[config.mk]
export PLATFORM = sky130hd
export DESIGN_NAME = udp_pic_rx_parser_flat
export DESIGN_NICKNAME = d
export VERILOG_FILES = /design/src/rtl/udp_pic_rx_parser_if.sv /design/src/rtl/udp_pic_rx_parser.sv /design/src/flat_wrapper.sv
export SDC_FILE = /design/constraint.sdc
export NUM_CORES = 1
export LEC_CHECK = 0
export BUFFER_PORTS_ARGS = -buffer_cell sky130_fd_sc_hd__clkbuf_2
export CAP_MARGIN = 20
export CORE_MARGIN = 1.5
export CORE_UTILIZATION = 45
export CTS_CLUSTER_SIZE = 12
export DETAILED_ROUTE_END_ITERATION = 12
export PLACE_DENSITY = 0.61
export SLEW_MARGIN = 0
export SYNTH_ARGS = -nofsm -noshare
export SYNTH_HDL_FRONTEND = slang
export SYNTH_SLANG_ARGS = --single-unit
[constraint.sdc]
create_clock -name mac_rx_clk -period 5.3 [get_ports mac_rx_clk]
set_clock_uncertainty 0.1 [all_clocks]
set_input_delay 0.795 -clock mac_rx_clk [delete_from_list [all_inputs] [get_ports mac_rx_clk]]
set_output_delay 0.795 -clock mac_rx_clk [all_outputs]
set_load 0.01 [all_outputs]
[src/rtl/udp_pic_rx_parser_if.sv]
// UDP RX byte stream in, picture byte stream and status pulses out.
// The master modport drives the UDP side (MAC/bench); the slave modport is the parser.
interface udp_pic_rx_parser_if;
  logic [7:0]  udp_rx_data;
  logic        udp_rx_valid;
  logic        udp_rx_last;
  logic [7:0]  pic_data_o;
  logic        pic_en_o;
  logic [11:0] pic_line_o;
  logic        pic_sof_o;
  logic        line_done_o;
  logic        hdr_err_o;
  logic        len_err_o;

  modport master (
    output udp_rx_data, udp_rx_valid, udp_rx_last,
    input  pic_data_o, pic_en_o, pic_line_o, pic_sof_o,
           line_done_o, hdr_err_o, len_err_o
  );

  modport slave (
    input  udp_rx_data, udp_rx_valid, udp_rx_last,
    output pic_data_o, pic_en_o, pic_line_o, pic_sof_o,
           line_done_o, hdr_err_o, len_err_o
  );
endinterface

[src/rtl/udp_pic_rx_parser.sv]
// Image packet parser on the MAC RX clock: validates an 8-byte app header
// (magic, frame id, flags, line, length; big-endian) and forwards only the
// declared payload bytes one cycle late. Malformed packets are dropped whole.
// Optional: define PIC_RX_STATS_EN to add saturating good/bad packet counters.
module udp_pic_rx_parser #(
  parameter logic [15:0] MAGIC          = 16'hA55A,
  parameter int unsigned MAX_LINE_BYTES = 3840,
  parameter int unsigned MAX_LINES      = 1080
) (
  input  logic                mac_rx_clk,
  input  logic                rst_n,
  udp_pic_rx_parser_if.slave  bus
`ifdef PIC_RX_STATS_EN
  ,
  output logic [31:0]         pkt_ok_cnt,
  output logic [31:0]         pkt_err_cnt
`endif
);

  localparam logic [15:0] MAX_LEN_W  = 16'(MAX_LINE_BYTES);
  localparam logic [15:0] MAX_LINE_W = 16'(MAX_LINES);

  typedef enum logic [1:0] {ST_IDLE, ST_HDR, ST_PAY, ST_DROP} state_t;

  state_t      state_q, state_d;
  logic [2:0]  hdr_cnt_q, hdr_cnt_d;
  logic [7:0]  magic_hi_q, magic_hi_d;
  logic [7:0]  flags_q, flags_d;
  logic [7:0]  line_hi_q, line_hi_d;
  logic [7:0]  line_lo_q, line_lo_d;
  logic [7:0]  len_hi_q, len_hi_d;
  logic [15:0] remaining_q, remaining_d;
  logic        drop_len_q, drop_len_d;
  logic [7:0]  pic_data_q, pic_data_d;
  logic        pic_en_q, pic_en_d;
  logic [11:0] pic_line_q, pic_line_d;
  logic        pic_sof_q, pic_sof_d;
  logic        line_done_q, line_done_d;
  logic        hdr_err_q, hdr_err_d;
  logic        len_err_q, len_err_d;

  logic [7:0]  din;
  logic        last;
  logic [15:0] hdr_len;
  logic [15:0] hdr_line;
  logic        hdr_bad;

  assign din      = bus.udp_rx_data;
  assign last     = bus.udp_rx_last;
  assign hdr_len  = {len_hi_q, din};
  assign hdr_line = {line_hi_q, line_lo_q};
  assign hdr_bad  = (hdr_len == '0) || (hdr_len > MAX_LEN_W) || (hdr_line >= MAX_LINE_W);

  // Next-state, header capture and output pulse decode; only valid bytes advance anything.
  always_comb begin
    state_d     = state_q;
    hdr_cnt_d   = hdr_cnt_q;
    magic_hi_d  = magic_hi_q;
    flags_d     = flags_q;
    line_hi_d   = line_hi_q;
    line_lo_d   = line_lo_q;
    len_hi_d    = len_hi_q;
    remaining_d = remaining_q;
    drop_len_d  = drop_len_q;
    pic_data_d  = pic_data_q;
    pic_line_d  = pic_line_q;
    pic_en_d    = 1'b0;
    pic_sof_d   = 1'b0;
    line_done_d = 1'b0;
    hdr_err_d   = 1'b0;
    len_err_d   = 1'b0;

    if (bus.udp_rx_valid) begin
      unique case (state_q)
        ST_IDLE: begin
          magic_hi_d = din;
          if (last) begin
            hdr_err_d = 1'b1;
          end else begin
            state_d   = ST_HDR;
            hdr_cnt_d = 3'd1;
          end
        end
        ST_HDR: begin
          hdr_cnt_d = hdr_cnt_q + 3'd1;
          case (hdr_cnt_q)
            3'd3:    flags_d   = din;
            3'd4:    line_hi_d = din;
            3'd5:    line_lo_d = din;
            3'd6:    len_hi_d  = din;
            default: ;
          endcase
          // Magic is judged as soon as byte 1 arrives; rest of packet is then discarded.
          if (hdr_cnt_q == 3'd1 && {magic_hi_q, din} != MAGIC) begin
            hdr_err_d  = 1'b1;
            drop_len_d = 1'b0;
            state_d    = last ? ST_IDLE : ST_DROP;
          end else if (last) begin
            hdr_err_d = 1'b1;
            state_d   = ST_IDLE;
          end else if (hdr_cnt_q == 3'd7) begin
            if (hdr_bad) begin
              hdr_err_d  = 1'b1;
              drop_len_d = 1'b0;
              state_d    = ST_DROP;
            end else begin
              state_d     = ST_PAY;
              remaining_d = hdr_len;
              pic_line_d  = hdr_line[11:0];
              pic_sof_d   = flags_q[0];
            end
          end
        end
        ST_PAY: begin
          pic_en_d    = 1'b1;
          pic_data_d  = din;
          remaining_d = remaining_q - 16'd1;
          if (last) begin
            state_d = ST_IDLE;
            if (remaining_q == 16'd1) line_done_d = 1'b1;
            else                      len_err_d   = 1'b1;
          end else if (remaining_q == 16'd1) begin
            // Overlong packet: remember to flag the length error when last finally shows up.
            state_d    = ST_DROP;
            drop_len_d = 1'b1;
          end
        end
        ST_DROP: begin
          if (last) begin
            state_d    = ST_IDLE;
            len_err_d  = drop_len_q;
            drop_len_d = 1'b0;
          end
        end
        default: state_d = ST_IDLE;
      endcase
    end
  end

  // State and registered outputs.
  always_ff @(posedge mac_rx_clk or negedge rst_n) begin
    if (!rst_n) begin
      state_q     <= ST_IDLE;
      hdr_cnt_q   <= '0;
      magic_hi_q  <= '0;
      flags_q     <= '0;
      line_hi_q   <= '0;
      line_lo_q   <= '0;
      len_hi_q    <= '0;
      remaining_q <= '0;
      drop_len_q  <= 1'b0;
      pic_data_q  <= '0;
      pic_en_q    <= 1'b0;
      pic_line_q  <= '0;
      pic_sof_q   <= 1'b0;
      line_done_q <= 1'b0;
      hdr_err_q   <= 1'b0;
      len_err_q   <= 1'b0;
    end else begin
      state_q     <= state_d;
      hdr_cnt_q   <= hdr_cnt_d;
      magic_hi_q  <= magic_hi_d;
      flags_q     <= flags_d;
      line_hi_q   <= line_hi_d;
      line_lo_q   <= line_lo_d;
      len_hi_q    <= len_hi_d;
      remaining_q <= remaining_d;
      drop_len_q  <= drop_len_d;
      pic_data_q  <= pic_data_d;
      pic_en_q    <= pic_en_d;
      pic_line_q  <= pic_line_d;
      pic_sof_q   <= pic_sof_d;
      line_done_q <= line_done_d;
      hdr_err_q   <= hdr_err_d;
      len_err_q   <= len_err_d;
    end
  end

  assign bus.pic_data_o  = pic_data_q;
  assign bus.pic_en_o    = pic_en_q;
  assign bus.pic_line_o  = pic_line_q;
  assign bus.pic_sof_o   = pic_sof_q;
  assign bus.line_done_o = line_done_q;
  assign bus.hdr_err_o   = hdr_err_q;
  assign bus.len_err_o   = len_err_q;

`ifdef PIC_RX_STATS_EN
  logic [31:0] ok_cnt_q, ok_cnt_d;
  logic [31:0] err_cnt_q, err_cnt_d;

  // Saturating counters advance together with the pulses they count.
  always_comb begin
    ok_cnt_d  = ok_cnt_q;
    err_cnt_d = err_cnt_q;
    if (line_done_d && ok_cnt_q != '1)                 ok_cnt_d  = ok_cnt_q + 32'd1;
    if ((hdr_err_d || len_err_d) && err_cnt_q != '1)   err_cnt_d = err_cnt_q + 32'd1;
  end

  // Counter registers.
  always_ff @(posedge mac_rx_clk or negedge rst_n) begin
    if (!rst_n) begin
      ok_cnt_q  <= '0;
      err_cnt_q <= '0;
    end else begin
      ok_cnt_q  <= ok_cnt_d;
      err_cnt_q <= err_cnt_d;
    end
  end

  assign pkt_ok_cnt  = ok_cnt_q;
  assign pkt_err_cnt = err_cnt_q;
`endif

endmodule
[src/flat_wrapper.sv]
// flat-port wrapper written by rule: the top's interface ports become plain ports
module udp_pic_rx_parser_flat 
#(
  parameter logic [15:0] MAGIC          = 16'hA55A,
  parameter int unsigned MAX_LINE_BYTES = 3840,
  parameter int unsigned MAX_LINES      = 1080
)
  (mac_rx_clk, rst_n, bus_udp_rx_data, bus_udp_rx_valid, bus_udp_rx_last, bus_pic_data_o, bus_pic_en_o, bus_pic_line_o, bus_pic_sof_o, bus_line_done_o, bus_hdr_err_o, bus_len_err_o);
  udp_pic_rx_parser_if bus_i ();
  input  logic mac_rx_clk;
  input  logic rst_n;
  input wire logic [$bits(bus_i.udp_rx_data)-1:0] bus_udp_rx_data;
  input wire logic [$bits(bus_i.udp_rx_valid)-1:0] bus_udp_rx_valid;
  input wire logic [$bits(bus_i.udp_rx_last)-1:0] bus_udp_rx_last;
  output wire logic [$bits(bus_i.pic_data_o)-1:0] bus_pic_data_o;
  output wire logic [$bits(bus_i.pic_en_o)-1:0] bus_pic_en_o;
  output wire logic [$bits(bus_i.pic_line_o)-1:0] bus_pic_line_o;
  output wire logic [$bits(bus_i.pic_sof_o)-1:0] bus_pic_sof_o;
  output wire logic [$bits(bus_i.line_done_o)-1:0] bus_line_done_o;
  output wire logic [$bits(bus_i.hdr_err_o)-1:0] bus_hdr_err_o;
  output wire logic [$bits(bus_i.len_err_o)-1:0] bus_len_err_o;
  assign bus_i.udp_rx_data = bus_udp_rx_data;
  assign bus_i.udp_rx_valid = bus_udp_rx_valid;
  assign bus_i.udp_rx_last = bus_udp_rx_last;
  assign bus_pic_data_o = bus_i.pic_data_o;
  assign bus_pic_en_o = bus_i.pic_en_o;
  assign bus_pic_line_o = bus_i.pic_line_o;
  assign bus_pic_sof_o = bus_i.pic_sof_o;
  assign bus_line_done_o = bus_i.line_done_o;
  assign bus_hdr_err_o = bus_i.hdr_err_o;
  assign bus_len_err_o = bus_i.len_err_o;
  udp_pic_rx_parser #(.MAGIC(MAGIC), .MAX_LINE_BYTES(MAX_LINE_BYTES), .MAX_LINES(MAX_LINES)) u_core (.mac_rx_clk(mac_rx_clk), .rst_n(rst_n), .bus(bus_i));
endmodule
* After elaboration in Yosys (flattened, before gate mapping)
Cells that the tools add are included.
** Cells by class
- Eq/ne operators :: 24
- Reductions and logical operators :: 19
- Bitwise operators :: 3
- Add/sub/neg operators :: 2
- Order comparisons :: 2
- Multiplexer cells :: 49
** Operator list (count)
- $mux W16 :: 4
- $pmux W16 S2 :: 1
- $mux W1 :: 30
- $eq A16 B1 Y1 const B :: 1
- $ge A16 B11 Y1 const B :: 1
- $gt A16 B12 Y1 const B :: 1
- $logic_not A16 Y1 :: 1
- $mux W2 :: 8
- $ne A16 B16 Y1 const B :: 1
- $sub A16 B1 Y16 const B :: 1
- $reduce_and A3 Y1 :: 5
- $eq A3 B3 Y1 const B :: 4
- $ne A2 B2 Y1 const B :: 6
- $reduce_and A6 Y1 :: 2
- $pmux W2 S4 :: 1
- $reduce_and A8 Y1 :: 1
- $ne A3 B1 Y1 const B :: 2
- $ne A3 B2 Y1 const B :: 2
- $pmux W3 S2 :: 1
- $reduce_and A5 Y1 :: 1
- $eq A2 B2 Y1 const B :: 2
- $ne A2 B1 Y1 const B :: 2
- $ne A4 B2 Y1 const B :: 1
- $pmux W1 S2 :: 2
- 13 further kinds :: 18
** Storage, ports and cells
- Word-level logic and storage cells :: 115
- Bits in registers :: 80
- Bits of input ports :: 12

* Logic depth before layout (Yosys ltp)
- Word-level depth :: 9
- Mapped depth :: 9
- Mapped depth without buffers :: 8

* Worst setup path before layout
No wires, ideal clock.
- Path type :: input-to-reg
- Start :: input port bus_udp_rx_data[0]
- End :: register u_core.pic_line_q[0] (netlist: u_core.bus.pic_line_o[0])
- Arrival time :: 2.378 ns
- Path slack :: 2.698 ns
- Stages :: 7
- Buffers on the path :: 2
- Path through :: buf_6 > nor4_4 > a21oi_1 > a2111o_1 > nor2_4 > buf_6 > mux2_2
** Between the ends
- Word-level cells in the longest chain between the ends :: 5
** Ends and longest elaborated chain
- from (decl) :: line flat_wrapper.sv:12 : input wire logic [$bits(bus_i.udp_rx_data)-1:0] bus_udp_rx_data;
- $gt A16 B12 Y1 / $logic_not A16 Y1 (equally long branches) :: line udp_pic_rx_parser.sv:52 : assign hdr_bad = (hdr_len == '0) || (hdr_len > MAX_LEN_W) || (hdr_line >= MAX_LINE_W);
- $logic_or A1 B1 Y1 (2 in a row) :: line udp_pic_rx_parser.sv:52
- $not A1 Y1 (no source line)
- $reduce_and A6 Y1 (no source line) *
- to (signal assigned) :: line udp_pic_rx_parser.sv:171 : pic_line_q <= pic_line_d;
- to (decl) :: line udp_pic_rx_parser.sv:36 : logic [11:0] pic_line_q, pic_line_d;
Mark *: on every way between the ends. The rest lies on a longest branch, timed or not.
A chain may end at the register's enable or synchronous reset.

* Final worst setup path
- Start :: input port bus_udp_rx_data[1]
- End :: register u_core.remaining_q[0]
** Between the ends
- Word-level cells in the longest chain between the ends :: 5
** Ends and longest elaborated chain
- $gt A16 B12 Y1 / $logic_not A16 Y1 (equally long branches) :: line udp_pic_rx_parser.sv:52
- $logic_or A1 B1 Y1 (2 in a row) :: line udp_pic_rx_parser.sv:52
- $ne A2 B2 Y1 (no source line)
- $reduce_and A6 Y1 (no source line) *
- to (signal assigned) :: line udp_pic_rx_parser.sv:167 : remaining_q <= remaining_d;
- to (decl) :: line udp_pic_rx_parser.sv:32 : logic [15:0] remaining_q, remaining_d;
Marked as above.

==> results.json <==
{
  "seq_area_frac_synth_pct": 52.1,
  "slowest_stage": "o21ai_4",
  "nets": 387,
  "hpwl_microns": 5370,
  "antenna_found_initial": 0,
  "clock-root-buffer": "clkbuf_8",
  "area_growth_pct": 11.1,
  "period_share_pct": 55.3,
  "finalHoldViolCount": 0,
  "initial_utilization_pct": 46.5,
  "rr_worst_depth": 6,
  "ant_nets": 0,
  "tightest_slew_ps": 950,
  "relSlewSlack_pct": 36.4,
  "clk_pin_slew_ps": 90,
  "wirelength_microns": 7860,
  "grt_pass1_wl_microns": 13200,
  "cts_tree": "done",
  "setup_viol": 0,
  "cp_max_fo": 32,
  "ir_worst_vdd_uv": 227,
  "outcome": "complete, no violations",
  "first_pass_iters": 4,
  "layout_min_cycle_time_ps": 2930,
  "syn-num-nets": 352,
  "syn_area_sq_mm": 0.00384,
  "gr-total-overflow": 0,
  "worst_skew_pair.late_latency_ps": 350,
  "reg2reg_slack_ps": 2550,
  "setup_tns_ps": 0,
  "chipHeight_microns": 95.4,
  "drive_gt1_share_pct": 33.9,
  "synthArstFlopShare_pct": 100,
  "cts_hold_buf": 0,
  "die_area_sq_mm": 0.00910,
  "routedWlPerCell_microns": 16.5,
  "post-cts-setup-buffer-count": 0,
  "ios": 37,
  "cp.arrival_ps": 3070,
  "cap_violations": 0,
  "n_antenna_cell": 0,
  "avgSynthCellArea_sq_um": 11.6,
  "grt_setup_unrepaired": "false",
  "clock-sinks": 80,
  "placed_cells": 460,
  "vias": 2602,
  "fin_cells": 477,
  "synth_flop_cell": "dfrtp_1",
  "grt_pass1_vias": 2454,
  "crit_type": "in -> reg",
  "syn_inst": 332,
  "fillCellCount": 748,
  "post_cts_resized": 0,
  "ys_ff_latch": 80,
  "htreeDepth": 3,
  "rows": 33,
  "fp.coreArea_sq_mm": 0.00826,
  "gp_congestion": 0.863,
  "drc": 0,
  "grt_max_degree": 81,
  "p_leak_nw": 1.92,
  "first_iter_violations": 196,
  "cts.path.max_buffers": 2,
  "max_stage_delay_ps": 790,
  "r2r_start": "u_core.len_hi_q[7]",
  "drt-vias-per-instance": 5.45,
  "min_path_type": "in -> async",
  "start_kind": "primary input",
  "grtUsageTotal_pct": 19.3,
  "cp_common_cell": "a21oi_1",
  "synth_edf_count": 0,
  "slew_viol_final": 0,
  "worstPathRequired_ps": 5440,
  "clock.fmax_ghz": 0.341,
  "numCtsBuffers": 9,
  "port-buffer-count": 36,
  "die_w_microns": 95.4,
  "synth_warnings": 0,
  "power.density_mw_per_mm2": 490,
  "synth_cell_types": 51,
  "r2r_end": "u_core.remaining_q[0]",
  "worst_setup_path_end_kind": "flip-flop",
  "path_cells": "clkbuf_2, nor4_1, a21oi_1, a2111o_1, o21ai_4, a21oi_1, o21bai_2"
}
## sequential cells by signal, indices dropped and copies added, names as in the netlist
signal	flops
u_core.remaining_q	16
u_core.bus.pic_line_o	12
u_core.bus.pic_data_o	8
u_core.len_hi_q	8
u_core.line_hi_q	8
u_core.line_lo_q	8
u_core.magic_hi_q	8
u_core.hdr_cnt_q	3
u_core.state_q	2
u_core.bus.hdr_err_o	1
u_core.bus.len_err_o	1
u_core.bus.line_done_o	1
u_core.bus.pic_en_o	1
u_core.bus.pic_sof_o	1
u_core.drop_len_q	1
u_core.flags_q	1
## Yosys cell counts, drive strengths merged, types with 2 or more instances
cell / count / share of area (%)
a21oi: 33 / 5.6
a31oi: 2 / 0.33
and2: 2 / 0.33
and4b: 2 / 0.52
buf: 5 / 1.3
clkbuf: 9 / 1.4
dfrtp: 80 / 52
ha: 8 / 2.6
inv: 9 / 0.88
mux2: 52 / 15
nand2: 32 / 3.2
nand2b: 5 / 0.81
nand3: 10 / 1.3
nand3b: 2 / 0.39
nand4: 5 / 0.81
nand4b: 3 / 0.68
nor2: 15 / 1.7
nor2b: 3 / 0.49
nor3: 4 / 0.52
nor4: 10 / 2.0
o21ai: 15 / 2.3
o21bai: 2 / 0.49
o22ai: 5 / 0.81
or2: 2 / 0.33
## through the flow
| step | total power [mW] | hold WS [ps] | setup WS (ps) | utilization, % | area, sq um |
|---|---|---|---|---|---|
| 2_1_floorplan | 1.49 | 347 | 2700 | - | 3840 |
| 3_3_place_gp | 1.66 | 370 | 2050 | 49.2 | 4060 |
| 3_5_place_dp | 1.69 | 374 | 2010 | 49.2 | 4060 |
| 4_1_cts | 2.11 | 403 | 2390 | 51.4 | 4250 |
| 5_1_grt | 2.25 | 335 | 2120 | 51.7 | 4270 |
| 6_report | 2.09 | 311 | 2370 | 51.7 | 4270 |
## how the worst max path moves through the flow
stage,startpoint,to
after floorplan,bus_udp_rx_data[0],u_core.bus.pic_line_o[0]
after global placement,bus_udp_rx_data[1],u_core.remaining_q[0]
after detailed placement,bus_udp_rx_data[0],u_core.remaining_q[0]
after CTS,bus_udp_rx_data[0],u_core.remaining_q[0]
after global routing,bus_udp_rx_data[1],u_core.remaining_q[0]
final,bus_udp_rx_data[1],u_core.remaining_q[0]
## cell families (layout without fill, tap and decap cells)
family,after synthesis,after routing,share of synthesized area (%)
and+or+nand+nor,100,100,14.1
DFF,80,80,52.1
AOI/OAI and AO/OA,69,69,12.4
muxes,52,52,15.2
buffers and inverters,23,63,3.58
adders and majority gates,8,8,2.61
## report_power, final
group	total, mW	internal (mW)	switching, mW
Combinational	0.659	0.314	0.345
Sequential	1.01	0.827	0.186
Clock	0.420	0.188	0.232
## worst max-delay path: cells and delay by family
kind / cells / cell delay, ps
buffers and inverters: 1 / 160
AND/OR/NAND/NOR: 1 / 370
AO/OA/AOI/OAI: 5 / 1740
## layout make-up
type | count | area, sq um | share of cell area, %
Clock buffer | 10 | 138 | 3.22
Clock inverter | 6 | 50.0 | 1.17
Multi-Input combinational cell | 229 | 1700 | 39.9
Inverter | 9 | 33.8 | 0.792
Sequential cell | 80 | 2000 | 46.9
Tap cell | 105 | 131 | 3.08
Timing Repair Buffer | 38 | 210 | 4.93
## layer usage
layer / global-route usage, % / vias to the layer above / wire (microns) / part of all wire, %
met5: 0 / - / 0 / 0
met4: 5.88 / 0 / 106 / 1.3
met3: 3.75 / 10 / 265 / 3.4
met2: 28.5 / 43 / 3650 / 47
met1: 28.6 / 1273 / 3830 / 49
li1: - / 1276 / - / -
## cells in the final DEF (no fill, tap or decap), types with 5 or more instances in the layout
| master | instances |
|---|---|
| nand3_1 | 10 |
| inv_1 | 9 |
| ha_1 | 8 |
| nor4_1 | 9 |
| a21oi_2 | 13 |
| nand2b_1 | 5 |
| o21ai_0 | 13 |
| clkbuf_2 | 35 |
| dfrtp_1 | 80 |
| a21oi_1 | 20 |
| mux2_2 | 48 |
| o22ai_1 | 5 |
| nor2_1 | 14 |
| nand4_1 | 5 |
| nand2_1 | 31 |
| clkbuf_8 | 10 |
No activity file was read; power rests on OpenSTA's default activity.
